[src/rtl/program_counter_ras.sv]
// Fetch-side program counter with priority redirect (trap/ret/call/jump/branch)
// and a circular return-address stack that keeps the newest RAS_DEPTH entries.
module program_counter_ras #(
   parameter int unsigned PC_WIDTH     = 16,
   parameter logic [31:0] RESET_VECTOR = 32'h0000_0000,
   parameter logic [31:0] TRAP_VECTOR  = 32'h0000_00F0,
   parameter int unsigned RAS_DEPTH    = 4
) (
   input  logic                             clk,
   input  logic                             rst,
   input  logic                             run,
   input  logic                             trap,
   input  logic                             ret,
   input  logic                             call,
   input  logic                             jump,
   input  logic [PC_WIDTH-1:0]              jump_address,
   input  logic                             branch,
   input  logic [PC_WIDTH-1:0]              branch_offset,
   output logic [PC_WIDTH-1:0]              pc,
   output logic [$clog2(RAS_DEPTH):0]       ras_count,
   output logic                             ras_overflow,
   output logic                             ras_underflow
);

   localparam int unsigned PTR_W = $clog2(RAS_DEPTH);
   localparam int unsigned CNT_W = PTR_W + 1;

   localparam logic [PC_WIDTH-1:0] PC_RESET = PC_WIDTH'(RESET_VECTOR);
   localparam logic [PC_WIDTH-1:0] PC_TRAP  = PC_WIDTH'(TRAP_VECTOR);
   localparam logic [CNT_W-1:0]    CNT_FULL = CNT_W'(RAS_DEPTH);

   typedef enum logic [2:0] {
      ACT_INC,
      ACT_TRAP,
      ACT_RET,
      ACT_CALL,
      ACT_JUMP,
      ACT_BRANCH
   } action_e;

   action_e                 action;
   logic [PC_WIDTH-1:0]     ras_mem [RAS_DEPTH];
   logic [PTR_W-1:0]        ras_ptr;

   logic [PC_WIDTH-1:0]     pc_inc;
   logic [PC_WIDTH-1:0]     pc_branch;
   logic                    ras_full;
   logic                    ras_empty;

   logic [PC_WIDTH-1:0]     pc_nxt;
   logic [PTR_W-1:0]        ptr_nxt;
   logic [CNT_W-1:0]        cnt_nxt;
   logic                    ovf_nxt;
   logic                    udf_nxt;
   logic                    push_en;

   assign pc_inc    = PC_WIDTH'(pc + PC_WIDTH'(1));
   assign pc_branch = PC_WIDTH'(pc + branch_offset);
   assign ras_full  = (ras_count == CNT_FULL);
   assign ras_empty = (ras_count == CNT_W'(0));

   // Fixed-priority selection; lower-priority requests are fully suppressed
   always_comb begin
      action = ACT_INC;
      if (trap) begin
         action = ACT_TRAP;
      end else if (ret) begin
         action = ACT_RET;
      end else if (call) begin
         action = ACT_CALL;
      end else if (jump) begin
         action = ACT_JUMP;
      end else if (branch) begin
         action = ACT_BRANCH;
      end
   end

   // Next-state for pc, stack pointer, count and sticky flags
   always_comb begin
      pc_nxt  = pc;
      ptr_nxt = ras_ptr;
      cnt_nxt = ras_count;
      ovf_nxt = ras_overflow;
      udf_nxt = ras_underflow;
      push_en = 1'b0;
      if (run) begin
         unique case (action)
            ACT_TRAP: begin
               pc_nxt = PC_TRAP;
            end
            ACT_RET: begin
               if (ras_empty) begin
                  pc_nxt  = pc_inc;
                  udf_nxt = 1'b1;
               end else begin
                  pc_nxt  = ras_mem[ras_ptr];
                  ptr_nxt = PTR_W'(ras_ptr - PTR_W'(1));
                  cnt_nxt = CNT_W'(ras_count - CNT_W'(1));
               end
            end
            ACT_CALL: begin
               // When full, pointer+1 lands on the oldest entry and overwrites it
               pc_nxt  = jump_address;
               push_en = 1'b1;
               ptr_nxt = PTR_W'(ras_ptr + PTR_W'(1));
               if (ras_full) begin
                  ovf_nxt = 1'b1;
               end else begin
                  cnt_nxt = CNT_W'(ras_count + CNT_W'(1));
               end
            end
            ACT_JUMP: begin
               pc_nxt = jump_address;
            end
            ACT_BRANCH: begin
               pc_nxt = pc_branch;
            end
            default: begin
               pc_nxt = pc_inc;
            end
         endcase
      end
   end

   // Architectural state
   always_ff @(posedge clk) begin
      if (rst) begin
         pc            <= PC_RESET;
         ras_ptr       <= '0;
         ras_count     <= '0;
         ras_overflow  <= 1'b0;
         ras_underflow <= 1'b0;
      end else begin
         pc            <= pc_nxt;
         ras_ptr       <= ptr_nxt;
         ras_count     <= cnt_nxt;
         ras_overflow  <= ovf_nxt;
         ras_underflow <= udf_nxt;
      end
   end

   // Stack storage carries no reset; entries beyond ras_count are never read
   always_ff @(posedge clk) begin
      if (!rst && push_en) begin
         ras_mem[ptr_nxt] <= pc_inc;
      end
   end

endmodule

[config.mk]
export PLATFORM = sky130hd
export DESIGN_NAME = program_counter_ras
export DESIGN_NICKNAME = d
export VERILOG_FILES = /design/src/rtl/program_counter_ras.sv
export SDC_FILE = /design/constraint.sdc
export NUM_CORES = 1
export LEC_CHECK = 0
export ABC_AREA = 1
export BUFFER_PORTS_ARGS = -buffer_cell sky130_fd_sc_hd__buf_2
export CORE_ASPECT_RATIO = 2
export CORE_MARGIN = 3
export CORE_UTILIZATION = 45
export CTS_BUF_LIST = sky130_fd_sc_hd__clkbuf_2
export DETAILED_ROUTE_END_ITERATION = 8
export GPL_TIMING_DRIVEN = 0
export SLEW_MARGIN = 20
export SYNTH_ARGS = -nofsm -noshare
export SYNTH_HDL_FRONTEND = slang
export SYNTH_SLANG_ARGS = --single-unit
[constraint.sdc]
create_clock -name clk -period 5.9 [get_ports clk]
set_input_delay 1.475 -clock clk [delete_from_list [all_inputs] [get_ports clk]]
set_output_delay 1.475 -clock clk [all_outputs]
set_load 0.01 [all_outputs]
# Word-level counts from Yosys, hierarchy flattened
# Memories as Yosys holds them, arrays and structs flattened. A register that Yosys moved wholly into a read port is not among the register bits.
# Index checks and enable logic that the tools add are counted.
# op_classes
add_sub_neg	6
eq_ne	8
muxes	18
n_reduce_logical	8
# op_table
cell	count
$pmux 16 s4	1
$mux 3	7
$add 16x1->16 const B	1
$add 16x16->16	1
$mux 16	1
$eq 3x3->1 const B	3
$eq 3x2->1 const B	2
$mux 2	3
$pmux 3 s2	1
$reduce_and 3->1	2
$mux 1	4
$ne 2x2->1 const B	2
$pmux 2 s2	1
$reduce_and 4->1	1
$add 3x1->3 const B	1
$eq 3x1->1 const B	1
$logic_not 3->1	1
$sub 3x1->3 const B	1
$add 2x1->2 const B	1
$reduce_bool 2->1	1
$reduce_or 2->1	1
$sub 2x1->2 const B	1
$logic_and 1x1->1	1
$logic_not 1->1	1
# word_totals
mem_count	1
reg_bits	23
ramBits	64
inputBits	40
# memory_table
memory	depth	width	read_ports	rd_clocked_by_memory_dff	wr	line	source
ras_mem	4	16	1	1	1	42	logic [PC_WIDTH-1:0] ras_mem [RAS_DEPTH];

# Depth between registers and ports, before layout
# Gate-level depths: netlist (run 1).
# logic_depth
word_depth	11
depth_mapped	13
mapped_depth_nobuf	13

# Worst setup path before layout (run 1)
# OpenSTA, ideal clock, no wires.
# synth_timing
kind	input to register
startpoint	input jump
endpoint	memory ras_mem[2][0], enable pin
t_arrival_ps	3002
setup_slack_ps	2510
path_stages	12
path_buffers	0
t_required_ps	5512
path_cell_list	inv_1 > nand2_1 > a21oi_2 > nor2_2 > nand2_2 > inv_2 > nand2_1 > o21bai_1 > inv_1 > nor2_2 > nand2_1 > nor2_1
# synth_between
elab_chain_cells	10
elab_cells_between_ends	13
# synth_lines
item	line	source
start: declaration	15	input logic jump,
$mux 3 *	71	end else if (jump) begin
$mux 3 *	69	end else if (call) begin
$mux 3 *	67	end else if (ret) begin
$mux 3 *	65	if (trap) begin
$eq 3x2->1	87	unique case (action)
$mux 1	87	
$mux 1	86	if (run) begin
$logic_and 1x1->1	144	if (!rst && push_en) begin
$mux 1	144	
$mux 1 (implied by the code)	145	ras_mem[ptr_nxt] <= pc_inc;
end: declaration	42	
# Every way passes the cells marked *; elsewhere a longest branch is shown, timed or not.

# Worst setup path in the final report (run 1)
# layout_timing
startpoint	input trap
endpoint	memory ras_mem[1][11], enable pin
# layout_between
elab_chain_cells	7
elab_cells_between_ends	10
# layout_lines
item	line	source
start: declaration	12	input logic trap,
$mux 3 *	65	
$eq 3x2->1	87	
$mux 1	87	
$mux 1	86	
$logic_and 1x1->1	144	
$mux 1	144	
$mux 1 (implied by the code)	145	
# Marked as above.

==> qor_table.md, run 1 <==
| Result | This run |
|:---|:---|
| Result of the run | finished with violations |
| Violated checks | DRC |
| Sinks on Clock Net | 87 |
| Final TNS setup | 0 ps |
| Maximum fanout along the worst path | 11 |
| Clock Pin Slew Worst Setup and Hold Paths | 250 ps |
| Post-route antenna net violation count | 0 |
| Crit Path Category | in2reg |
| I/O pin cnt | 61 |
| Number of nets in the synthesized netlist | 779 |
| Hold Slack | 514 ps |
| NetSw | 0.397 mW |
| Layout cells sized above 1 | 0.170 |
| Total internal power | 0.892 mW |
| Levels on crit path | 9 |
| Final hold violation count | 0 |
| Number of detailed-routing iterations run before antenna repair | 8 |
| Number of rows created at floorplan | 56 |
| Adder-cell share of the synthesized area | 0.0442 |
| Ys flop type | sky130_fd_sc_hd__edfxtp_1 |
| Initial antenna violation count | 1 |
| Class of the tightest hold or removal check | reg2reg |
| Average wire per standard cell | 17.4 um |
| Gates resized, CTS repair | 0 |
| Arrival time of the worst setup path | 3300 ps |
| Count of yosys warnings during synthesis | 0 |
| Buf/Inv on CP | 5 |
| Layout net count | 853 |
| CTS Root Buffer Type | sky130_fd_sc_hd__clkbuf_2 |
| Worst setup skew after layout | 35.3 ps |
| Post-route minimum period | 3000 ps |
| Post-route cell area | 6110 um2 |
| Via density per instance | 5.33 |
| Final number of max-transition violations | 0 |
| Growth of design area from synthesis to finish | 12.4% |
| Maximum number of pins on one net before global-route repair | 16 |
| Wire length after detailed routing | 16.4 mm |
| Count of port buffers added during placement | 59 |
| Final period utilization | 0.509 |
| Worst flop-to-flop path startpoint | ras_ptr[1] |
| Number of synthesized flops with an enable pin | 64 |
| Startpoint of the tightest hold check path | ras_overflow |
| Clock group share of total power | 0.279 |
| Async SR Flop Fraction | 0 |
| Grt total ovfl | 0 |
| Top cell family by delay on the critical path | simple AND/OR/NAND/NOR gates |
| Slew at the pin closest to its max-slew limit | 686 ps |
| Setup Fix Bufs, Post-CTS | 0 |
| Peak supply drop | 0.120 mV |
| Critical path cell sequence | buf_2 > inv_1 > nand3_2 > inv_1 > o211ai_2 > xor2_1 > inv_1 > nor2_2 > buf_6 |
| Final number of setup-violating endpoints | 0 |
| Startpoint types | primary input |
| Height of the die | 161 um |
| DRC violations left | 1 |
| Via count | 5,046 |
| Pwr per Cell Area | 211 nW/um2 |
| Max Fclk | 333 MHz |
| Sw Ratio | 0.308 |
| Register bit total from synthesis | 87 |
| Beginning of the critical path | trap |
| Cell count of the worst reg-to-reg path | 9 |
| Final GP Congestion | 0.903 |
| Required time at the worst-slack endpoint | 6200 ps |
| Combined area of all synthesized cells | 5430 um2 |
| Critical-path cell with the highest stage delay | sky130_fd_sc_hd__nor2_2 |
| Crit-path most repeated cell | sky130_fd_sc_hd__inv_1 |
| Floorplan die width | 83.7 um |
| Slew HR | 0.543 |
| Pleak | 2.78 nW |
| Overall global routing resource usage | 0.247 |
| Core area | 11,800 um2 |
| Hold buffer count at cts | 0 |
| Critical Path Max Stage Delay | 540 ps |
| Initial standard-cell utilization of the core | 0.462 |
| Sort of element at the end of the critical path | register |
| Post-Synth Simple-Gate Area | 0.324 |
| Via count of the first global-routing pass | 5,115 |
| Post-Synthesis Cells | 721 |
| Clock buffers created by TritonCTS | 9 |
| Depth of the CTS H-tree | 3 |
| Synth Area per Inst | 7.53 um2 |
| CTS max path bufs | 2 |
| Number of max-capacitance violations reported | 0 |
| Part of the power in combinational logic | 0.190 |
| Dominant combinational cell family by area after synthesis | simple AND/OR/NAND/NOR gates |
| Share of the synthesized area in compound gates (AO/OA/AOI/OAI) | 0.103 |
| Setup repair after global routing missed its margin | no |
| Global-route wire length before repair | 25.7 mm |
| Post-Synth XOR/XNOR Area | 0.00967 |
| Number of different library cells in the post-synthesis netlist | 38 |
| Register area share after synthesis | 0.439 |
| Reg power frac | 0.531 |
| CTS tree | built |
| Cell area after placement | 5960 um2 |
| Multiplexer fraction of the synthesized cell area | 0 |
| Insertion delay of the later-clocked pin in the worst-skew pair | 570 ps |
| Number of DRC violations after detailed-routing iteration 0 | 281 |
| Hold depth | 2 |
| Die area | 13,500 um2 |
| Post-DP HPWL | 13.0 mm |
[synthesized netlist by cell type (all sizes together), types with 10 or more instances]
master,count,area share
nand2,236,0.17
nor2,78,0.057
inv,76,0.053
nand3,68,0.068
edfxtp,64,0.35
a21oi,48,0.047
o21ai,37,0.036
dfxtp,23,0.085
buf,18,0.022
ha,16,0.037
nand3b,10,0.014
nand4,10,0.012
[layer usage]
metal	share of wire	GRT usage	vias up
met1	0.35	0.246	2367
met3	0.034	0.0306	28
met2	0.58	0.493	122
met4	0.034	0.106	0
li1	-	-	2529
met5	0	0	-
[cells by family after synthesis]
family,after synthesis
adder cells (fa/ha/maj),18
AO/OA/AOI/OAI,100
flip-flops,87
buffers and inverters,101
AND/OR/NAND/NOR,409
XOR/XNOR,6
[sequential cells by signal (all words and copies together) (netlist names)]
signal / flops
ras_ptr: 2
pc: 16
ras_mem: 64
ras_count: 3
ras_overflow: 1
ras_underflow: 1
[through the flow]
step | power, mW | utilization | worst slack, ps | cells
global route | 1.35 | 0.519 | 2800 | 946
detailed placement | 0.941 | 0.507 | 2280 | 929
finish | 1.29 | 0.519 | 2900 | 946
global placement | 0.935 | 0.502 | 1670 | 925
CTS | 1.29 | 0.519 | 2920 | 945
floorplan | 0.855 | - | 2510 | 721
[cells in the final DEF, fill, tap and decap left out, drive strengths merged]
master and n:
or2 2, clkbuf 15, nor2 78, xor2 5, clkinvlp 2, inv 77, and2 2, nor3 3
xnor2 1, nand3 68, a21oi 48, o211ai 3, nand2 236, clkinv 3, o21bai 1, nand3b 10
nand4 10, ha 16, a31oi 7, a41oi 1, dfxtp 23, o31ai 1, edfxtp 64, buf 81
fa 2, o21ai 37, o22ai 2, bufinv 2, diode 1
[path summary, 6_finish.rpt]
check | slack [ps] | to
setup / recovery | 2900 | ras_mem[1][11]
hold / removal | 510 | ras_overflow
setup reg to reg | 3340 | ras_mem[1][11]
hold reg to reg | 510 | ras_overflow
[worst reg2reg max path, cell delays in order (launching register included)]
cell and delay (ps):
sky130_fd_sc_hd__dfxtp_1 380, sky130_fd_sc_hd__inv_1 230, sky130_fd_sc_hd__clkbuf_1 470, sky130_fd_sc_hd__nand2_1 100, sky130_fd_sc_hd__o21ai_1 90, sky130_fd_sc_hd__o21bai_1 80
sky130_fd_sc_hd__inv_1 80, sky130_fd_sc_hd__nand3_1 120, sky130_fd_sc_hd__nor2_2 540, sky130_fd_sc_hd__buf_6 230
[area by class of cell]
type	instances	area, um2
multi-input cells	533	2620
inverters	77	294
well taps	145	181
repair buffers	63	340
clock inverters	7	96.3
clock buffers	9	45.0
plain buffers	24	143
fillers	1214	5660
diodes	1	2.50
flip-flops and latches	87	2380
[power groups by stage]
| stage | registers (mW) | clock network (mW) | logic (mW) |
|---|---|---|---|
| 6_report | 0.685 | 0.359 | 0.245 |
| 5_1_grt | 0.687 | 0.388 | 0.275 |
| 4_1_cts | 0.684 | 0.363 | 0.245 |
| 3_5_place_dp | 0.697 | 0 | 0.243 |
| 3_3_place_gp | 0.697 | 0 | 0.238 |
| 2_1_floorplan | 0.696 | 0 | 0.159 |
(Power assumes the default switching activity.)
==> run 2, diff against run 1 <==
Settings changed: ABC_AREA 1 to 0.
Clock period 5.9 ns to 2.85 ns, I/O delays scaled along.
==> run 2 against run 1 <==
The flow now finishes without violations. Count of clock-buffer cells in the layout did not move. Hold slack got worse by 29 ps. Global-route usage fell by 1.9 points. Final cell count fell by 31%. Register-to-register slack got worse by 3200 ps. Non-clock buffer count fell by 4. Sequential share of layout area rose by 3.6 points. Final area fell by 8.3%. Clock skew fell by 1.8 ps. Synthesized cell count fell by 40%. First-iteration DRC count fell by 21%. Flip-flop and latch count did not move.
==> qor_table.md, run 2 <==
| Result | This run | vs previous |
|:---|:---|:---|
| Result of the run | completed |  |
| Pwr per Cell Area | 458 nW/um2 | +120% |
| Top cell family by delay on the critical path | simple AND/OR/NAND/NOR gates |  |
| Clock Pin Slew Worst Setup and Hold Paths | 270 ps | +20 ps |
| Initial standard-cell utilization of the core | 0.463 | +0.00145 |
| Critical Path Max Stage Delay | 460 ps | -80 ps |
| Growth of design area from synthesis to finish | 14.0% |  |
| Worst slack after detailed placement | -473 ps | -2750 ps |
| Via count of the first global-routing pass | 3,957 | -23% |
| Final GP Congestion | 0.877 | -2.9% |
| Number of max-capacitance violations reported | 0 | unchanged |
| Post-route minimum period | 2690 ps |  |
| Worst setup skew after layout | 33.5 ps | -1.80 ps |
| Leading cell types by count after synthesis | 64 x sky130_fd_sc_hd__edfxtp_1, 41 x sky130_fd_sc_hd__nor2_1, 30 x sky130_fd_sc_hd__a21oi_1 |  |
| Layout cells sized above 1 | 0.261 | +0.0912 |
| Sort of element at the end of the critical path | register |  |
| Reg power frac | 0.555 | +0.024 |
| Count leader, synth | sky130_fd_sc_hd__edfxtp_1 |  |
| Sw Ratio | 0.301 | -0.00680 |
| Largest registers | ras_mem x64, pc x16, ras_count x3 |  |
| Arrival time of the worst setup path | 2960 ps | -340 ps |
| Filler-free cell count of the finished design | 651 | -31% |
| Synth Area per Inst | 11.3 um2 | +50% |
| Class of the tightest hold or removal check | in2reg |  |
| Cells after DPL | 632 | -32% |
| Via density per instance | 5.89 | +10% |
| Number of different library cells in the post-synthesis netlist | 64 | +68% |
| Ys flop type | sky130_fd_sc_hd__edfxtp_1 |  |
| Maximum number of pins on one net before global-route repair | 17 | +1 |
| Combined area of all synthesized cells | 4910 um2 | -9.6% |
| Insertion delay of the later-clocked pin in the worst-skew pair | 540 ps | -30 ps |
| CTS max path bufs | 2 | unchanged |
| Buf/Inv on CP | 1 | -4 |
| Total internal power | 1.79 mW | +100% |
| I/O pin cnt | 61 | unchanged |
| Part of the power in combinational logic | 0.194 | +0.004 |
| Wire length after detailed routing | 13.5 mm | -18% |
| Layout net count | 567 | -34% |
| Peak supply drop | 0.190 mV | +59% |
| Critical path cell sequence | nor3_4 > nor2_4 > mux2_2 > nand2_1 > xnor2_1 > nand2b_1 > nor3_4 > buf_6 |  |
| Library cell with the largest summed area after synthesis | sky130_fd_sc_hd__edfxtp_1 |  |
| Total power of the final layout | 2.57 mW | +99% |
| Via count | 3,834 | -24% |
| Clock group share of total power | 0.252 | -0.027 |
| Top library cells by usage in the layout, fill and taps aside | 68 x sky130_fd_sc_hd__buf_2, 64 x sky130_fd_sc_hd__edfxtp_1, 40 x sky130_fd_sc_hd__nor2_1 |  |
| Number of detailed-routing iterations run before antenna repair | 5 | -3 |
| Cell area after placement | 5450 um2 | -8.6% |
| Required time at the worst-slack endpoint | 3110 ps | -3090 ps |
| Crit Path Category | reg2reg |  |
| Post-route cell area | 5600 um2 | -8.3% |
| CTS tree | built |  |
| Setup repair after global routing missed its margin | no |  |
| Max Fclk | 371 MHz |  |
| DRC violations left | 0 | -1 |
| Global-route wire length before repair | 21.2 mm | -18% |
| Most common library cell in the layout ignoring fill and taps | sky130_fd_sc_hd__buf_2 |  |
| Register area share after synthesis | 0.485 | +0.0465 |
| Number of DRC violations after detailed-routing iteration 0 | 223 | -21% |
| Clock buffers created by TritonCTS | 9 | unchanged |
| Number of synthesized flops with an enable pin | 64 | unchanged |
| Number of rows created at floorplan | 53 | -5.4% |
| NetSw | 0.773 mW | +95% |
| Slew HR | 0.524 | -0.0183 |
| Count of yosys warnings during synthesis | 0 | unchanged |
| Async SR Flop Fraction | 0 | unchanged |
| Max reg flops | 64 | unchanged |
| Die area | 12,300 um2 | -9.1% |
| Core area | 10,600 um2 | -9.9% |
| Slew at the pin closest to its max-slew limit | 714 ps | +27.4 ps |
| Number of nets in the synthesized netlist | 493 | -37% |
| Final TNS setup | 0 ps | unchanged |
| Post-route antenna net violation count | 0 | unchanged |
| Pleak | 2.08 nW | -25% |
| Final number of max-transition violations | 0 | unchanged |
| Maximum fanout along the worst path | 10 | -1 |
| Final hold violation count | 0 | unchanged |
| Post-Synthesis Cells | 435 | -40% |
| Height of the die | 154 um | -4.7% |
| CTS Root Buffer Type | sky130_fd_sc_hd__clkbuf_2 |  |
| Number of fill cells | 1,028 | -15% |
| Grt total ovfl | 0 | unchanged |
| Post-layout worst setup margin | 155 ps | -2740 ps |
| Final period utilization | 0.946 |  |
| Floorplan die width | 79.9 um | -4.6% |
| Register bit total from synthesis | 87 | unchanged |
| Proportion of netlist area held by the largest area contributor | 0.391 | +0.0375 |
| Most flops, register | ras_mem |  |
| Hold Slack | 485 ps | -29.0 ps |
| Depth of the CTS H-tree | 3 | unchanged |
| Initial antenna violation count | 1 | unchanged |
| Count of port buffers added during placement | 57 | -3.4% |
| Hold buffer count at cts | 0 | unchanged |
| Final number of setup-violating endpoints | 0 | unchanged |
| Leading cell types by total area after synthesis | sky130_fd_sc_hd__edfxtp_1 39%, sky130_fd_sc_hd__dfxtp_1 9.4%, sky130_fd_sc_hd__mux4_2 7.3%, sky130_fd_sc_hd__ha_1 4.1%, sky130_fd_sc_hd__xnor2_1 3.2% |  |
| Post-DP HPWL | 10.5 mm | -19% |
| Crit-path most repeated cell | sky130_fd_sc_hd__nor3_4 |  |
| Average wire per standard cell | 20.7 um | +19% |
| Sinks on Clock Net | 87 | unchanged |
| Register-to-register path setup slack | 160 ps | -3180 ps |
| Startpoint types | register |  |
| Utilization after layout | 0.528 | +0.00903 |
| Critical-path cell with the highest stage delay | sky130_fd_sc_hd__nor3_4 |  |
| Overall global routing resource usage | 0.228 | -0.0190 |
## run 2: cell count changes in the layout (fill, tap and decap cells not counted), sizes merged, moves of 18 or more
cell   delta
a21oi    -18
inv      -64
nand2   -207
nand3    -54
nor2     -33
xnor2    +18
## run 2: final cells by class
class,instances,area (um2),share of cell area
Tap cell,137,171,0.0306
Multi-Input combinational cell,317,2440,0.436
Clock inverter,6,70.1,0.0125
Inverter,11,41.3,0.00737
Timing Repair Buffer,63,349,0.0623
Buffer,20,92.6,0.0165
Sequential cell,87,2380,0.426
Antenna cell,1,2.50,0.000447
Clock buffer,9,45.0,0.00804
## run 2: power by group through the flow
stage / sequential [mW] / clock [mW] / combinational, mW
after floorplan: 1.45 / 0 / 0.323
after global placement: 1.45 / 0 / 0.476
after detailed placement: 1.45 / 0 / 0.483
after CTS: 1.42 / 0.656 / 0.486
after global routing: 1.43 / 0.700 / 0.544
final: 1.42 / 0.646 / 0.498
## run 2: final timing paths
| check | from | endpoint | cells past startpoint |
|---|---|---|---|
| max reg2reg | ras_count[0] | ras_mem[3][13] | 8 |
| min | jump_address[7] | pc[7] | 3 |
| min reg2reg | ras_underflow | ras_underflow | 2 |
| max | ras_count[0] | ras_mem[3][13] | 8 |
## run 2: logic make-up (layout without fill, tap and decap cells)
family	count (synthesis)	count (layout)	share of synthesized area
AND/OR/NAND/NOR	133	133	0.139
AO/OA/AOI/OAI	112	112	0.155
flip-flops	87	87	0.485
buffers and inverters	31	109	0.0273
XOR/XNOR	30	30	0.0550
multiplexers	24	24	0.0902
adder cells (fa/ha/maj)	18	18	0.0489
other	0	1	0
## run 2: worst min-delay path, delay by kind of cell
family / cells / cell delay, ps
AO/OA/AOI/OAI: 2 / 190
buffers and inverters: 1 / 80
## run 2: timing repair
item | in CTS | in global routing
gates resized for setup | 3 | 1
buffers inserted | 0 | 3
hold endpoints to repair | 0 | 0
pin swaps | 1 | 1
cloned | 0 | 0
endpoints found under the setup margin | 16 | 9
## run 2: per-layer routing
layer / track usage / part of all wire / up-vias
met5: 0 / 0 / -
met3: 0.0275 / 0.032 / 31
met4: 0.107 / 0.038 / 0
li1: - / - / 1818
met1: 0.270 / 0.39 / 1869
met2: 0.399 / 0.54 / 116
==> run 3, diff against run 2 <==
Settings changed: CORE_UTILIZATION 45 to 55, PLACE_DENSITY set to 0.76.
==> run 3 against run 2 <==
Maximum frequency increased by 2.3%. Flip-flop and latch count unchanged. Clock power decreased by 11%. Core utilization increased by 11 points. Clock skew decreased by 9.2 ps. Non-clock buffer count decreased by 4. Hold slack got worse by 34 ps. Global-route usage increased by 3.7 points. First-iteration DRC count increased by 52%. Critical path type unchanged. Register-to-register slack improved by 60 ps. Final cell count decreased by 6.1%.
==> qor_table.md, run 3 (synthesis results as in run 2) <==
| Result | This run | vs previous |
|:---|:---|:---|
| Clock group share of total power | 0.232 | -0.020 |
| Sort of element at the end of the critical path | register |  |
| Hold depth | 3 | unchanged |
| Grt met2 use | 0.469 | +0.0708 |
| Final number of max-transition violations | 0 | unchanged |
| Worst setup skew after layout | 24.3 ps | -9.20 ps |
| Overall global routing resource usage | 0.264 | +0.0366 |
| Levels on crit path | 7 | -1 |
| Max Fclk | 379 MHz | +2.3% |
| Crit Path Category | reg2reg |  |
| Peak supply drop | 0.264 mV | +39% |
| Die area | 10,200 um2 | -17% |
| Busiest grt layer | met2 |  |
| Final GP Congestion | 0.941 | +7.3% |
| Post-route antenna net violation count | 0 | unchanged |
| Most flops, register | ras_mem |  |
| Number of max-capacitance violations reported | 0 | unchanged |
| Depth of the CTS H-tree | 3 | unchanged |
| Part of the power in combinational logic | 0.196 | +0.002 |
| Critical-path cell with the highest stage delay | sky130_fd_sc_hd__nor3_4 |  |
| Number of detailed-routing iterations run before antenna repair | 5 | unchanged |
| Global-route wire length before repair | 20.3 mm | -4.1% |
| Sw Ratio | 0.313 | +0.0123 |
| Largest registers | ras_mem x64, pc x16, ras_count x3 |  |
| Cell area after placement | 5380 um2 | -1.3% |
| I/O pin cnt | 61 | unchanged |
| Worst slack after detailed placement | -351 ps | +122 ps |
| Final hold violation count | 0 | unchanged |
| Hold buffer count at cts | 0 | unchanged |
| Total internal power | 1.71 mW | -4.8% |
| Count of port buffers added during placement | 57 | unchanged |
| Sinks on Clock Net | 87 | unchanged |
| Post-layout worst setup margin | 214 ps | +59.4 ps |
| Number of DRC violations after detailed-routing iteration 0 | 340 | +52% |
| CTS max path bufs | 2 | unchanged |
| Required time at the worst-slack endpoint | 3080 ps | -30 ps |
| Pwr per Cell Area | 452 nW/um2 | -1.4% |
| Slew at the pin closest to its max-slew limit | 951 ps | +237 ps |
| Via count | 3,918 | +2.2% |
| Buf/Inv on CP | 0 | -1 |
| Number of rows created at floorplan | 48 | -9.4% |
| Result of the run | completed |  |
| Final period utilization | 0.925 | -0.0208 |
| Crit-path most repeated cell | sky130_fd_sc_hd__nor2_4 |  |
| Maximum number of pins on one net before global-route repair | 17 | unchanged |
| Total power of the final layout | 2.49 mW | -3.1% |
| Maximum fanout along the worst path | 16 | +6 |
| Grt total ovfl | 0 | unchanged |
| Pleak | 2.06 nW | -0.94% |
| Wire length after detailed routing | 13.0 mm | -3.6% |
| Via count of the first global-routing pass | 3,885 | -1.8% |
| Setup repair after global routing missed its margin | no |  |
| DRC violations left | 0 | unchanged |
| Max reg flops | 64 | unchanged |
| Clock Pin Slew Worst Setup and Hold Paths | 250 ps | -20 ps |
| Core area | 8650 um2 | -18% |
| Post-route minimum period | 2640 ps | -59.4 ps |
| Most common library cell in the layout ignoring fill and taps | sky130_fd_sc_hd__buf_2 |  |
| NetSw | 0.780 mW | +0.87% |
| Layout net count | 563 | -0.71% |
| Critical Path Max Stage Delay | 550 ps | +90 ps |
| Layout cells sized above 1 | 0.251 | -0.0102 |
| Floorplan die width | 72.8 um | -8.8% |
| Arrival time of the worst setup path | 2860 ps | -100 ps |
| CTS tree | built |  |
| Slew HR | 0.366 | -0.159 |
| Cell count of the worst reg-to-reg path | 7 | -1 |
| Class of the tightest hold or removal check | in2reg |  |
| Post-DP HPWL | 10.1 mm | -4.4% |
| CTS Root Buffer Type | sky130_fd_sc_hd__clkbuf_2 |  |
| Growth of design area from synthesis to finish | 12.1% |  |
| Initial standard-cell utilization of the core | 0.568 | +0.105 |
| Post-route cell area | 5510 um2 | -1.7% |
| Reg power frac | 0.571 | +0.016 |
| Area of all sequential standard cells | 2380 um2 | -0.11% |
| Met1 layer usage reported by global route | 0.308 | +0.0375 |
| Top cell family by delay on the critical path | simple AND/OR/NAND/NOR gates |  |
| Top library cells by usage in the layout, fill and taps aside | 68 x sky130_fd_sc_hd__buf_2, 64 x sky130_fd_sc_hd__edfxtp_1, 40 x sky130_fd_sc_hd__nor2_1 |  |
| Initial antenna violation count | 1 | unchanged |
| Height of the die | 140 um | -9.2% |
| Via density per instance | 6.41 | +8.9% |
| Register-to-register path setup slack | 210 ps | +60 ps |
| Final TNS setup | 0 ps | unchanged |
| Startpoint types | register |  |
| Area of the multi-input gates | 2440 um2 | unchanged |
| Insertion delay of the later-clocked pin in the worst-skew pair | 560 ps | +20 ps |
| Clock buffers created by TritonCTS | 9 | unchanged |
| Final number of setup-violating endpoints | 0 | unchanged |
| Average wire per standard cell | 21.3 um | +2.7% |
| Number of fill cells | 709 | -31% |
| Critical path cell sequence | nor3_4 > nor2_4 > mux2_2 > nand2_1 > xnor2_1 > nand2b_1 > nor2_4 |  |
| Met3 layer usage reported by global route | 0.0354 | +0.00788 |
run 3: per-stage QoR:
step                      cells  hold slack (ps)   util
after floorplan             435              505      -
after global placement      592              458  0.619
after detailed placement    593              474  0.622
after CTS                   609              436  0.634
after global routing        611              452  0.637
final                       611              451  0.637
run 3: what timing repair did:
item                                    CTS  global route
pin swaps                                 0             1
gates cloned                              0             0
endpoints found under the setup margin   16            18
buffers inserted                          0             1
resized for setup                         1             1
run 3: final cells by class:
| type | count | area share |
|---|---|---|
| multi-input combinational | 317 | 0.444 |
| sequential | 87 | 0.432 |
| timing repair buffer | 59 | 0.0581 |
| tap | 100 | 0.0227 |
| buffer | 20 | 0.0168 |
| clock inverter | 7 | 0.00999 |
| clock buffer | 9 | 0.00818 |
| inverter | 11 | 0.00749 |
| antenna | 1 | 0.000454 |
run 3: per-layer routing:
metal,vias up,share of wire
li1,1820,-
met4,0,0.033
met3,31,0.049
met5,-,0
met1,1904,0.37
met2,163,0.55
run 3: path summary, 6_finish.rpt:
| check | end | startpoint |
|---|---|---|
| worst max-delay path | ras_mem[2][15] | ras_count[2] |
| worst min-delay path | pc[7] | jump_address[7] |
| worst max register to register | ras_mem[2][15] | ras_count[2] |
| worst min register to register | ras_underflow | ras_underflow |
run 3: power by group through the flow:
stage	clock [mW]	combinational, mW	sequential, mW
final	0.578	0.489	1.42
after global routing	0.632	0.531	1.43
after CTS	0.586	0.483	1.42
after detailed placement	0	0.481	1.45
after global placement	0	0.464	1.45
after floorplan	0	0.323	1.45
run 3: worst register-to-register path: stages (launching register included):
cell	delay [ps]
sky130_fd_sc_hd__dfxtp_1	440
sky130_fd_sc_hd__nor3_4	550
sky130_fd_sc_hd__nor2_4	180
sky130_fd_sc_hd__mux2_2	300
sky130_fd_sc_hd__nand2_1	80
sky130_fd_sc_hd__xnor2_1	120
sky130_fd_sc_hd__nand2b_1	170
sky130_fd_sc_hd__nor2_4	480
